<file path="config.mk">
export PLATFORM = sky130hd
export DESIGN_NAME = mem_port_sched_flat
export DESIGN_NICKNAME = d
export VERILOG_FILES = /design/src/rtl/mem_port_sched_if.sv /design/src/rtl/mem_port_sched.sv /design/src/flat_wrapper.sv
export SDC_FILE = /design/constraint.sdc
export NUM_CORES = 1
export LEC_CHECK = 0
export CAP_MARGIN = 40
export CORE_MARGIN = 2
export CORE_UTILIZATION = 25
export CTS_CLUSTER_SIZE = 8
export DETAILED_ROUTE_END_ITERATION = 12
export HOLD_SLACK_MARGIN = 0.06
export SYNTH_ARGS = -nofsm -noshare
export SYNTH_HDL_FRONTEND = slang
export SYNTH_SLANG_ARGS = --single-unit
export TNS_END_PERCENT = 10
</file>
<file path="constraint.sdc">
create_clock -name clk -period 2.9 [get_ports clk]
set_input_delay 0.87 -clock clk [delete_from_list [all_inputs] [get_ports clk]]
set_output_delay 0.87 -clock clk [all_outputs]
set_load 0.01 [all_outputs]
</file>
<file path="src/rtl/mem_port_sched_if.sv">
// Scheduler-side bundle: fetch port, data port, memory port and stack pointer.
interface mem_port_sched_if #(
  parameter int ADDR_W = 10,
  parameter int DATA_W = 16
);
  logic              if_req;
  logic [ADDR_W-1:0] if_addr;
  logic              if_valid;
  logic [DATA_W-1:0] if_rdata;
  logic              d_req;
  logic              d_we;
  logic              d_push;
  logic              d_pop;
  logic [ADDR_W-1:0] d_addr;
  logic [DATA_W-1:0] d_wdata;
  logic              d_done;
  logic              d_err;
  logic [DATA_W-1:0] d_rdata;
  logic              mem_en;
  logic              mem_we;
  logic [ADDR_W-1:0] mem_addr;
  logic [DATA_W-1:0] mem_wdata;
  logic [DATA_W-1:0] mem_rdata;
  logic              mem_ready;
  logic [ADDR_W-1:0] sp;

  modport slave (
    input  if_req, if_addr, d_req, d_we, d_push, d_pop, d_addr, d_wdata,
           mem_rdata, mem_ready,
    output if_valid, if_rdata, d_done, d_err, d_rdata,
           mem_en, mem_we, mem_addr, mem_wdata, sp
  );

  modport master (
    output if_req, if_addr, d_req, d_we, d_push, d_pop, d_addr, d_wdata,
           mem_rdata, mem_ready,
    input  if_valid, if_rdata, d_done, d_err, d_rdata,
           mem_en, mem_we, mem_addr, mem_wdata, sp
  );
endinterface

</file>
<file path="src/rtl/mem_port_sched.sv">
// Single-port memory scheduler: data-over-fetch arbitration with a fetch
// starvation guard, plus a downward-growing stack whose pointer lives here.
module mem_port_sched #(
  parameter int ADDR_W      = 10,
  parameter int DATA_W      = 16,
  parameter int STACK_TOP   = 1023,
  parameter int STACK_DEPTH = 64,
  parameter int STARVE_MAX  = 3
) (
  input logic             clk,
  input logic             rst,
  mem_port_sched_if.slave bus
);
  localparam int SW = $clog2(STARVE_MAX + 1);
  localparam logic [ADDR_W-1:0] SP_EMPTY = ADDR_W'(STACK_TOP);
  localparam logic [ADDR_W-1:0] SP_FULL  = ADDR_W'(STACK_TOP - STACK_DEPTH);
  localparam logic [SW-1:0]     ST_MAX   = SW'(STARVE_MAX);

  typedef enum logic [1:0] {IDLE, ACCESS, RESP} state_e;
  typedef enum logic [2:0] {OP_FETCH, OP_LOAD, OP_STORE, OP_PUSH, OP_POP, OP_ILL} op_e;

  state_e state_q, state_d;
  op_e    op_q, op_d, dop;
  logic   grant_f, derr;

  logic [ADDR_W-1:0] sp_q, sp_d, mem_addr_q, mem_addr_d;
  logic [SW-1:0]     starve_q, starve_d;
  logic              mem_en_q, mem_en_d, mem_we_q, mem_we_d;
  logic [DATA_W-1:0] mem_wdata_q, mem_wdata_d;
  logic              if_valid_q, if_valid_d, d_done_q, d_done_d, d_err_q, d_err_d;
  logic [DATA_W-1:0] if_rdata_q, if_rdata_d, d_rdata_q, d_rdata_d;

  // Arbitration and op decode, evaluated only while IDLE.
  always_comb begin
    grant_f = bus.if_req && (!bus.d_req || starve_q == ST_MAX);
    dop     = OP_LOAD;
    if (bus.d_push && bus.d_pop) dop = OP_ILL;
    else if (bus.d_push)         dop = OP_PUSH;
    else if (bus.d_pop)          dop = OP_POP;
    else if (bus.d_we)           dop = OP_STORE;
    derr = (dop == OP_ILL) || (dop == OP_PUSH && sp_q == SP_FULL) ||
           (dop == OP_POP && sp_q == SP_EMPTY);
  end

  always_ff @(posedge clk or negedge rst) begin
    if (!rst) state_q <= IDLE;
    else      state_q <= state_d;
  end

  always_comb begin
    state_d = state_q;
    case (state_q)
      IDLE:    if (grant_f) state_d = ACCESS;
               else if (bus.d_req) state_d = derr ? RESP : ACCESS;
      ACCESS:  if (bus.mem_ready) state_d = RESP;
      RESP:    state_d = IDLE;
      default: state_d = IDLE;
    endcase
  end

  always_comb begin
    op_d        = op_q;
    sp_d        = sp_q;
    starve_d    = starve_q;
    mem_en_d    = mem_en_q;
    mem_we_d    = mem_we_q;
    mem_addr_d  = mem_addr_q;
    mem_wdata_d = mem_wdata_q;
    if_valid_d  = 1'b0;
    d_done_d    = 1'b0;
    d_err_d     = 1'b0;
    if_rdata_d  = if_rdata_q;
    d_rdata_d   = d_rdata_q;
    case (state_q)
      IDLE: begin
        if (grant_f) begin
          starve_d   = '0;
          op_d       = OP_FETCH;
          mem_en_d   = 1'b1;
          mem_we_d   = 1'b0;
          mem_addr_d = bus.if_addr;
        end else if (bus.d_req) begin
          if (bus.if_req && starve_q != ST_MAX) starve_d = starve_q + SW'(1);
          if (derr) begin
            d_done_d = 1'b1;
            d_err_d  = 1'b1;
          end else begin
            op_d        = dop;
            mem_en_d    = 1'b1;
            mem_wdata_d = bus.d_wdata;
            case (dop)
              OP_PUSH:  begin mem_we_d = 1'b1; mem_addr_d = sp_q; end
              OP_POP:   begin mem_we_d = 1'b0; mem_addr_d = sp_q + ADDR_W'(1); end
              OP_STORE: begin mem_we_d = 1'b1; mem_addr_d = bus.d_addr; end
              default:  begin mem_we_d = 1'b0; mem_addr_d = bus.d_addr; end
            endcase
          end
        end
      end
      ACCESS: begin
        if (bus.mem_ready) begin
          mem_en_d = 1'b0;
          mem_we_d = 1'b0;
          case (op_q)
            OP_FETCH: begin if_valid_d = 1'b1; if_rdata_d = bus.mem_rdata; end
            OP_LOAD:  begin d_done_d = 1'b1; d_rdata_d = bus.mem_rdata; end
            OP_POP:   begin d_done_d = 1'b1; d_rdata_d = bus.mem_rdata; sp_d = sp_q + ADDR_W'(1); end
            OP_PUSH:  begin d_done_d = 1'b1; sp_d = sp_q - ADDR_W'(1); end
            default:  d_done_d = 1'b1;
          endcase
        end
      end
      default: ;
    endcase
  end

  always_ff @(posedge clk or negedge rst) begin
    if (!rst) begin
      op_q        <= OP_FETCH;
      sp_q        <= SP_EMPTY;
      starve_q    <= '0;
      mem_en_q    <= 1'b0;
      mem_we_q    <= 1'b0;
      mem_addr_q  <= '0;
      mem_wdata_q <= '0;
      if_valid_q  <= 1'b0;
      d_done_q    <= 1'b0;
      d_err_q     <= 1'b0;
      if_rdata_q  <= '0;
      d_rdata_q   <= '0;
    end else begin
      op_q        <= op_d;
      sp_q        <= sp_d;
      starve_q    <= starve_d;
      mem_en_q    <= mem_en_d;
      mem_we_q    <= mem_we_d;
      mem_addr_q  <= mem_addr_d;
      mem_wdata_q <= mem_wdata_d;
      if_valid_q  <= if_valid_d;
      d_done_q    <= d_done_d;
      d_err_q     <= d_err_d;
      if_rdata_q  <= if_rdata_d;
      d_rdata_q   <= d_rdata_d;
    end
  end

  assign bus.sp        = sp_q;
  assign bus.mem_en    = mem_en_q;
  assign bus.mem_we    = mem_we_q;
  assign bus.mem_addr  = mem_addr_q;
  assign bus.mem_wdata = mem_wdata_q;
  assign bus.if_valid  = if_valid_q;
  assign bus.if_rdata  = if_rdata_q;
  assign bus.d_done    = d_done_q;
  assign bus.d_err     = d_err_q;
  assign bus.d_rdata   = d_rdata_q;
endmodule
</file>
<file path="src/flat_wrapper.sv">
// flat-port wrapper written by rule: the top's interface ports become plain ports
module mem_port_sched_flat 
#(
  parameter int ADDR_W      = 10,
  parameter int DATA_W      = 16,
  parameter int STACK_TOP   = 1023,
  parameter int STACK_DEPTH = 64,
  parameter int STARVE_MAX  = 3
)
  (clk, rst, bus_if_req, bus_if_addr, bus_d_req, bus_d_we, bus_d_push, bus_d_pop, bus_d_addr, bus_d_wdata, bus_mem_rdata, bus_mem_ready, bus_if_valid, bus_if_rdata, bus_d_done, bus_d_err, bus_d_rdata, bus_mem_en, bus_mem_we, bus_mem_addr, bus_mem_wdata, bus_sp);
  mem_port_sched_if #(.ADDR_W(ADDR_W), .DATA_W(DATA_W)) bus_i ();
  input logic clk;
  input logic rst;
  input wire logic [$bits(bus_i.if_req)-1:0] bus_if_req;
  input wire logic [$bits(bus_i.if_addr)-1:0] bus_if_addr;
  input wire logic [$bits(bus_i.d_req)-1:0] bus_d_req;
  input wire logic [$bits(bus_i.d_we)-1:0] bus_d_we;
  input wire logic [$bits(bus_i.d_push)-1:0] bus_d_push;
  input wire logic [$bits(bus_i.d_pop)-1:0] bus_d_pop;
  input wire logic [$bits(bus_i.d_addr)-1:0] bus_d_addr;
  input wire logic [$bits(bus_i.d_wdata)-1:0] bus_d_wdata;
  input wire logic [$bits(bus_i.mem_rdata)-1:0] bus_mem_rdata;
  input wire logic [$bits(bus_i.mem_ready)-1:0] bus_mem_ready;
  output wire logic [$bits(bus_i.if_valid)-1:0] bus_if_valid;
  output wire logic [$bits(bus_i.if_rdata)-1:0] bus_if_rdata;
  output wire logic [$bits(bus_i.d_done)-1:0] bus_d_done;
  output wire logic [$bits(bus_i.d_err)-1:0] bus_d_err;
  output wire logic [$bits(bus_i.d_rdata)-1:0] bus_d_rdata;
  output wire logic [$bits(bus_i.mem_en)-1:0] bus_mem_en;
  output wire logic [$bits(bus_i.mem_we)-1:0] bus_mem_we;
  output wire logic [$bits(bus_i.mem_addr)-1:0] bus_mem_addr;
  output wire logic [$bits(bus_i.mem_wdata)-1:0] bus_mem_wdata;
  output wire logic [$bits(bus_i.sp)-1:0] bus_sp;
  assign bus_i.if_req = bus_if_req;
  assign bus_i.if_addr = bus_if_addr;
  assign bus_i.d_req = bus_d_req;
  assign bus_i.d_we = bus_d_we;
  assign bus_i.d_push = bus_d_push;
  assign bus_i.d_pop = bus_d_pop;
  assign bus_i.d_addr = bus_d_addr;
  assign bus_i.d_wdata = bus_d_wdata;
  assign bus_i.mem_rdata = bus_mem_rdata;
  assign bus_i.mem_ready = bus_mem_ready;
  assign bus_if_valid = bus_i.if_valid;
  assign bus_if_rdata = bus_i.if_rdata;
  assign bus_d_done = bus_i.d_done;
  assign bus_d_err = bus_i.d_err;
  assign bus_d_rdata = bus_i.d_rdata;
  assign bus_mem_en = bus_i.mem_en;
  assign bus_mem_we = bus_i.mem_we;
  assign bus_mem_addr = bus_i.mem_addr;
  assign bus_mem_wdata = bus_i.mem_wdata;
  assign bus_sp = bus_i.sp;
  mem_port_sched #(.ADDR_W(ADDR_W), .DATA_W(DATA_W), .STACK_TOP(STACK_TOP), .STACK_DEPTH(STACK_DEPTH), .STARVE_MAX(STARVE_MAX)) u_core (.clk(clk), .rst(rst), .bus(bus_i));
endmodule
</file>
### Word-level counts from Yosys, hierarchy flattened

Cells that the tools add are included.
Widths: inputs -> output; s select.

* flip-flop bits (word level): 80
* logic and storage cells: 99
* input bits: 60
* memory bits (read-only): 0
* memory bits (writable): 0
* memories: 0
* output and inout bits: 73
* latch bits: 0

* order comparisons: 0
* add/sub/neg operators: 3
* shift operators: 0
* multiplexer cells: 40
* divide/modulo/power cells: 0
* bitwise operators: 2
* $mul: 0
* eq/ne operators: 16
* reduce and logical (&&, ||, !) cells: 25

Operators by type and width (number)
* $pmux 10 s2: 2
* $mux 10: 3
* $eq 10x10->1 const B: 2
* $mux 3: 6
* $mux 1: 17
* $mux 2: 8
* $reduce_and 3->1: 5
* $add 10x1->10 const B: 1
* $sub 10x1->10 const B: 1
* $eq 3x2->1 const B: 3
* $eq 3x3->1 const B: 3
* $reduce_and 4->1: 2
* $reduce_bool 2->1: 4
* $ne 3x2->1 const B: 2
* $pmux 1 s2: 3
* $logic_and 1x1->1: 5
* $ne 2x2->1 const B: 2
* $pmux 2 s2: 1
* $reduce_or 2->1: 2
* $eq 3x1->1 const B: 1
* $logic_not 3->1: 1
* $logic_or 1x1->1: 3
* $add 2x1->2 const B: 1
* $eq 2x1->1 const B: 1
* other kinds (6): 7

### Logic depth before layout (Yosys ltp)

* depth after elaboration: 12
* mapped depth: 7
* depth with buffers taken out: 6

### Worst setup path after synthesis

Ideal clock, no wire load.

* path kind: input to register
* start point: input bus_d_pop
* end point: register u_core.mem_wdata_q[10], in the netlist u_core.bus.mem_wdata[10]
* required time: 2.775 ns
* slack: 0.305 ns
* cell stages on the path: 7
* setup time: 0.125 ns
* arrival time: 2.470 ns
* cells stage by stage: buf_6 -> or3b_1 -> a2111o_1 -> nand2_2 -> a211oi_4 -> buf_6 -> mux2_4

* longest elaborated chain between the ends: 9
* elaborated cells on any way between the ends: 13
* classes of those cells: 3 x eq/ne; 3 x mux; 1 x bitwise; 6 x reduce/logical

Ends and longest elaborated chain
* start: declaration: RTL line flat_wrapper.sv:19 `input wire logic [$bits(bus_i.d_pop)-1:0] bus_d_pop;`
* $mux 3: RTL line mem_port_sched.sv:39 `else if (bus.d_pop) dop = OP_POP;`
* $mux 3: RTL line mem_port_sched.sv:38 `else if (bus.d_push) dop = OP_PUSH;`
* $mux 3 *: RTL line mem_port_sched.sv:37 `if (bus.d_push && bus.d_pop) dop = OP_ILL;`
* $eq 3x2->1: RTL line mem_port_sched.sv:41 `derr = (dop == OP_ILL) || (dop == OP_PUSH && sp_q == SP_FULL) ||`
* $logic_and 1x1->1: RTL line mem_port_sched.sv:41
* $logic_or 1x1->1: RTL line mem_port_sched.sv:41
* $logic_or 1x1->1 *: RTL line mem_port_sched.sv:41
* $not 1->1 (no source line) *
* $reduce_and 4->1 (no source line) *
* end signal: assignment: RTL line mem_port_sched.sv:138 `mem_wdata_q <= mem_wdata_d;`
* end: declaration: RTL line mem_port_sched.sv:29 `logic [DATA_W-1:0] mem_wdata_q, mem_wdata_d;`

Mark *: on every way between the ends. The rest lies on a longest branch, timed or not.
A chain may end at the register's enable or synchronous reset.

### Worst setup path in the final report

* start point: input bus_d_push
* end point: register u_core.mem_wdata_q[0], in the netlist u_core.bus.mem_wdata[0]

* longest elaborated chain between the ends: 8
* elaborated cells on any way between the ends: 12
* classes of those cells: 3 x eq/ne; 2 x mux; 1 x bitwise; 6 x reduce/logical

Ends and longest elaborated chain
* start: declaration: RTL line flat_wrapper.sv:18 `input wire logic [$bits(bus_i.d_push)-1:0] bus_d_push;`
* $mux 3 / $logic_and 1x1->1 (equally long branches): RTL line mem_port_sched.sv:38, mem_port_sched.sv:37
* $mux 3 *: RTL line mem_port_sched.sv:37
* $eq 3x2->1: RTL line mem_port_sched.sv:41
* $logic_and 1x1->1: RTL line mem_port_sched.sv:41
* $logic_or 1x1->1: RTL line mem_port_sched.sv:41
* $logic_or 1x1->1 *: RTL line mem_port_sched.sv:41
* $not 1->1 (no source line) *
* $reduce_and 4->1 (no source line) *

Marks and branches as above.

==> flow_results.org <==
** Run status
- The run finished with clean final reports.

** Clock network
- Number of sinks handled by clock tree synthesis :: 80
- CTS tree :: yes
- Buffer type at the clock tree root :: sky130_fd_sc_hd__clkbuf_16
- Total CTS buffers :: 9
- After clock tree synthesis, the setup repair step added 0 buffers.
- Worst-case clock buffer depth :: 2
- Cts-stage hold buffer count :: 0
- Clock transition at the registers of the reported paths :: around 0.07 ns
- In this run, post-CTS repair resized a total of 0 instances.
- Clock latency of the later-clocked register in the worst-skew pair :: about 0.34 ns
- The H-tree was split into 3 levels.

** Finish
- In the final layout, the multi-input gates occupy 0.00177 mm².
- For this run, the number of standard cells in the final layout without fillers is 733.
- The filler cells instantiated in the layout total roughly 1,500.
- Register area :: 0.00201 mm²
- Final nets :: 580
- Of the cells placed in the final design, the portion with a size suffix greater than 1 is 0.163.
- Number of antenna diodes :: 0
- Area Overhead vs Synth :: 49.3%

** Pwr
- Areal power density over the cells :: 962 mW/mm²
- The analysis attributes to cell leakage a power of between 2 and 2.5 nW.
- IR analysis of the VDD net gives a maximum drop of 346 µV.

** Synth
- Compound-cell area share of the yosys netlist :: 0.115
- Post-Synth Simple-Gate Area :: 0.158
- Number of warnings reported in the yosys synthesis log :: 0
- Combinational family with the most area after synthesis :: simple AND/OR/NAND/NOR gates
- Predominant post-synthesis flop cell :: sky130_fd_sc_hd__dfrtp_1
- Of the total synthesized cell area, the portion taken by XOR and XNOR cells is 0.0357.
- Post-synthesis mux area share :: 0.133
- Synth cell types :: 54
- The largest total area in the synthesized netlist belongs to sky130_fd_sc_hd__dfrtp_1.
- Number of synthesized flops with an enable pin :: 0
- Of all flip-flops after synthesis, the portion carrying an async set or reset was 1.00.
- Yosys attributes the largest share of cell area to sky130_fd_sc_hd__dfrtp_1, sky130_fd_sc_hd__nand2_1, sky130_fd_sc_hd__dfstp_2.
- For this run, the register share of the synthesized area comes to 0.513.
- Of the total synthesized cell area, the portion taken by full adders, half adders and majority gates is 0.00957.
- Area of the mapped netlist :: 0.00392 mm²
- Flip-flop and latch count after synthesis :: 80
- Mean post-synth cell area :: approximately 10 µm²
- The most common cell in the synthesized netlist is sky130_fd_sc_hd__nand2_1.
- Of the post-synthesis cell area, the dominant cell type holds 0.446.
- Syn Inst Count :: 379
- Most used standard cells in the synthesized netlist :: sky130_fd_sc_hd__nand2_1, sky130_fd_sc_hd__dfrtp_1, sky130_fd_sc_hd__mux2_2
- When the netlist entered floorplanning its net count stood at 442.

** Drt
- After detailed routing, the average wire length per cell comes to roughly 15 µm.
- In the routed layout, each cell is associated on average with a via count of around 4.5.
- Detailed-route wire length :: 10.9 mm
- Count of nets left with antenna violations after detail routing :: 0
- Number of DRC markers after the initial detailed-route iteration :: 99
- The detailed router placed 3,297 vias in this run.
- Total iterations of the first detailed-routing run :: 4
- After detailed routing, the number of remaining DRC violations is 0.

** GRT
- Global routing usage summed across all routing layers :: 0.135
- Initial antenna violation count :: 0
- In the global route stage, met3 resource usage came out at 0.0458.
- GR peak layer :: met2
- Global routing met2 resource utilization :: 0.227
- Largest net degree at the start of global routing :: 46
- Leftover overflow at the end of global routing :: 0
- The first global-routing pass estimated 17.6 mm of wire.
- Met1 track demand over resource :: 0.167
- The via count of the first global-routing pass is 3,344.

** Timing
- Worst rel slew slack :: 0.638
- The final number of hold-violating endpoints was 0.
- In the finished design, the share of the clock period the worst path needs comes to 0.926.
- Adding up every negative setup slack in the final design gives 0 ns.
- Setup repair after global routing left no endpoint under its margin.
- Worst hold-check slack :: between 0.4 and 0.5 ns
- Top achievable clock speed :: 372 MHz
- Across the routed clock network, the largest skew measured is 0.00913 ns.
- The number of max-slew violations in the final report is 0.
- At the pin with the least slew margin, the transition time is about 0.54 ns.
- Endpoints failing setup :: 0
- The clock period could shrink to 2.69 ns.

** Floorplanning
- Total core area :: 0.0153 mm²
- Die Wd :: 129 µm
- Die area :: 0.0167 mm²
- The die is 129 µm tall.
- The floorplan has 45 rows.
- For this configuration, the core starts out at a cell density of 0.257.
- During I/O placement, the number of pins put on the boundary was 133.

** Worst setup path
- Origin of the critical flop-to-flop path :: u_core.bus.sp[0]
- The largest single stage delay on the critical path is 0.48 ns.
- CP max stage cell :: sky130_fd_sc_hd__clkdlybuf4s50_1
- WP data required :: 3.13 ns
- In this run the worst setup path begins at bus_d_push.
- The critical path is of the input port to flop type.
- Traced cell by cell, the critical path runs through clkdlybuf4s50_1 -> or3b_1 -> a2111o_1 -> nand2_2 -> a211oi_4 -> buf_8 -> mux2_1.
- Kind of end point of the critical path :: flop
- The cell family contributing the most delay on the critical path is buffers and inverters.
- STA classifies the critical path startpoint as an input port.
- Of all nets on the critical path, the largest fanout is 15.
- Buffering stage count on the worst path with inverters included :: 2
- Critical path arrival :: 2.91 ns

** Placed design
- Detail Placement HPWL :: 8.17 mm
- DP Cell Count :: a little over 700
- The count of buffers added on input and output ports is 132.
- Routability-driven placement finished with a final weighted congestion of slightly above 0.8.

** Hold path
- Hold path startpoint :: u_core.bus.if_rdata[8]
- Hold Crit Class :: flop to flop

** Job
- Max-cap violation count :: 0
cell families (layout without fill, tap and decap cells):
group / after synthesis / in the layout
AO/OA/AOI/OAI: 66 / 66
XOR/XNOR: 16 / 16
adder cells (fa/ha/maj): 3 / 3
buffers and inverters: 32 / 175
flip-flops: 80 / 80
multiplexers: 44 / 44
AND/OR/NAND/NOR: 138 / 138
cell type report:
cell class              instances  share of cell area
clock buffers                   9              0.0384
clock inverters                 7              0.0132
multi-input cells             267               0.302
inverters                       9             0.00577
flip-flops and latches         80               0.344
repair buffers                150               0.252
well taps                     211              0.0451
report_power, final:
part | internal (mW) | switching (mW)
clock network | 0.674 | 0.480
registers | 1.64 | 0.375
logic | 1.45 | 1.02
worst reg2reg max path, delay by kind of cell (launching register included):
| kind | cells | cell delay, ns |
|---|---|---|
| AO/OA/AOI/OAI | 2 | 0.50 |
| adder cells (fa/ha/maj) | 1 | 0.24 |
| buffers and inverters | 1 | 0.18 |
| flip-flops | 1 | 0.65 |
| multiplexers | 1 | 0.33 |
| AND/OR/NAND/NOR | 2 | 0.28 |
per-layer routing:
metal  share of wire  vias to the layer above
met3           0.065                       10
met4           0.012                        0
li1                -                     1598
met2            0.49                       99
met1            0.44                     1590
met5               0                        -
flip-flops by register name, summed over array words and instances, names as in the netlist:
signal                flops
u_core.bus.mem_en         1
u_core.starve_q           2
u_core.bus.mem_we         1
u_core.state_q            2
u_core.bus.sp            10
u_core.bus.mem_wdata     16
u_core.bus.if_valid       1
u_core.bus.mem_addr      10
u_core.bus.d_err          1
u_core.op_q               3
u_core.bus.if_rdata      16
u_core.bus.d_rdata       16
u_core.bus.d_done         1
through the flow:
step | worst slack [ns] | area, µm² | total power [mW] | utilization
finish | 0.214 | 5860 | 5.64 | 0.384
global route | 0.161 | 5860 | 6.04 | 0.384
CTS | 0.224 | 5860 | 5.74 | 0.384
detailed placement | -0.146 | 5560 | 4.54 | 0.364
floorplan | 0.305 | 3920 | 3.19 | -
global placement | -0.299 | 5540 | 4.46 | 0.363
worst paths after layout:
path | slack [ns] | end | cells past startpoint
worst max-delay path | 0.21 | u_core.bus.mem_wdata[0] | 7
worst min-delay path | 0.48 | u_core.bus.if_rdata[8] | 2
worst max register to register | 0.62 | u_core.bus.mem_wdata[0] | 7
worst min register to register | 0.48 | u_core.bus.if_rdata[8] | 2
max in group asynchronous | 1.71 | u_core.bus.sp[1] | 2
min in group asynchronous | 0.49 | u_core.bus.mem_addr[7] | 1
cell usage in the layout (no fill, tap or decap), types with 2 or more instances in the layout:
cell,count
sky130_fd_sc_hd__clkdlybuf4s50_1,131
sky130_fd_sc_hd__nand2_1,80
sky130_fd_sc_hd__dfrtp_1,70
sky130_fd_sc_hd__mux2_2,22
sky130_fd_sc_hd__o21ai_0,17
sky130_fd_sc_hd__buf_4,17
sky130_fd_sc_hd__nor2_1,16
sky130_fd_sc_hd__xnor2_1,13
sky130_fd_sc_hd__a21oi_1,12
sky130_fd_sc_hd__mux2_4,10
sky130_fd_sc_hd__dfstp_2,10
sky130_fd_sc_hd__nand3_1,9
sky130_fd_sc_hd__mux2i_1,9
sky130_fd_sc_hd__clkbuf_16,9
sky130_fd_sc_hd__inv_1,8
sky130_fd_sc_hd__nor3_1,8
sky130_fd_sc_hd__o31ai_1,5
sky130_fd_sc_hd__nand2b_1,4
sky130_fd_sc_hd__or4_1,4
sky130_fd_sc_hd__o21ai_1,4
sky130_fd_sc_hd__nand3b_1,3
sky130_fd_sc_hd__nand4_1,3
sky130_fd_sc_hd__a21o_1,3
sky130_fd_sc_hd__xor2_1,3
sky130_fd_sc_hd__mux2_1,3
sky130_fd_sc_hd__a31oi_1,3
sky130_fd_sc_hd__o211ai_1,3
sky130_fd_sc_hd__ha_1,3
sky130_fd_sc_hd__or2_2,2
sky130_fd_sc_hd__o32ai_1,2
sky130_fd_sc_hd__o31a_1,2
sky130_fd_sc_hd__a22o_1,2
sky130_fd_sc_hd__o22ai_1,2
sky130_fd_sc_hd__a211oi_1,2
sky130_fd_sc_hd__inv_6,2
sky130_fd_sc_hd__clkinv_4,2
Power figures use the tool's default switching activity.
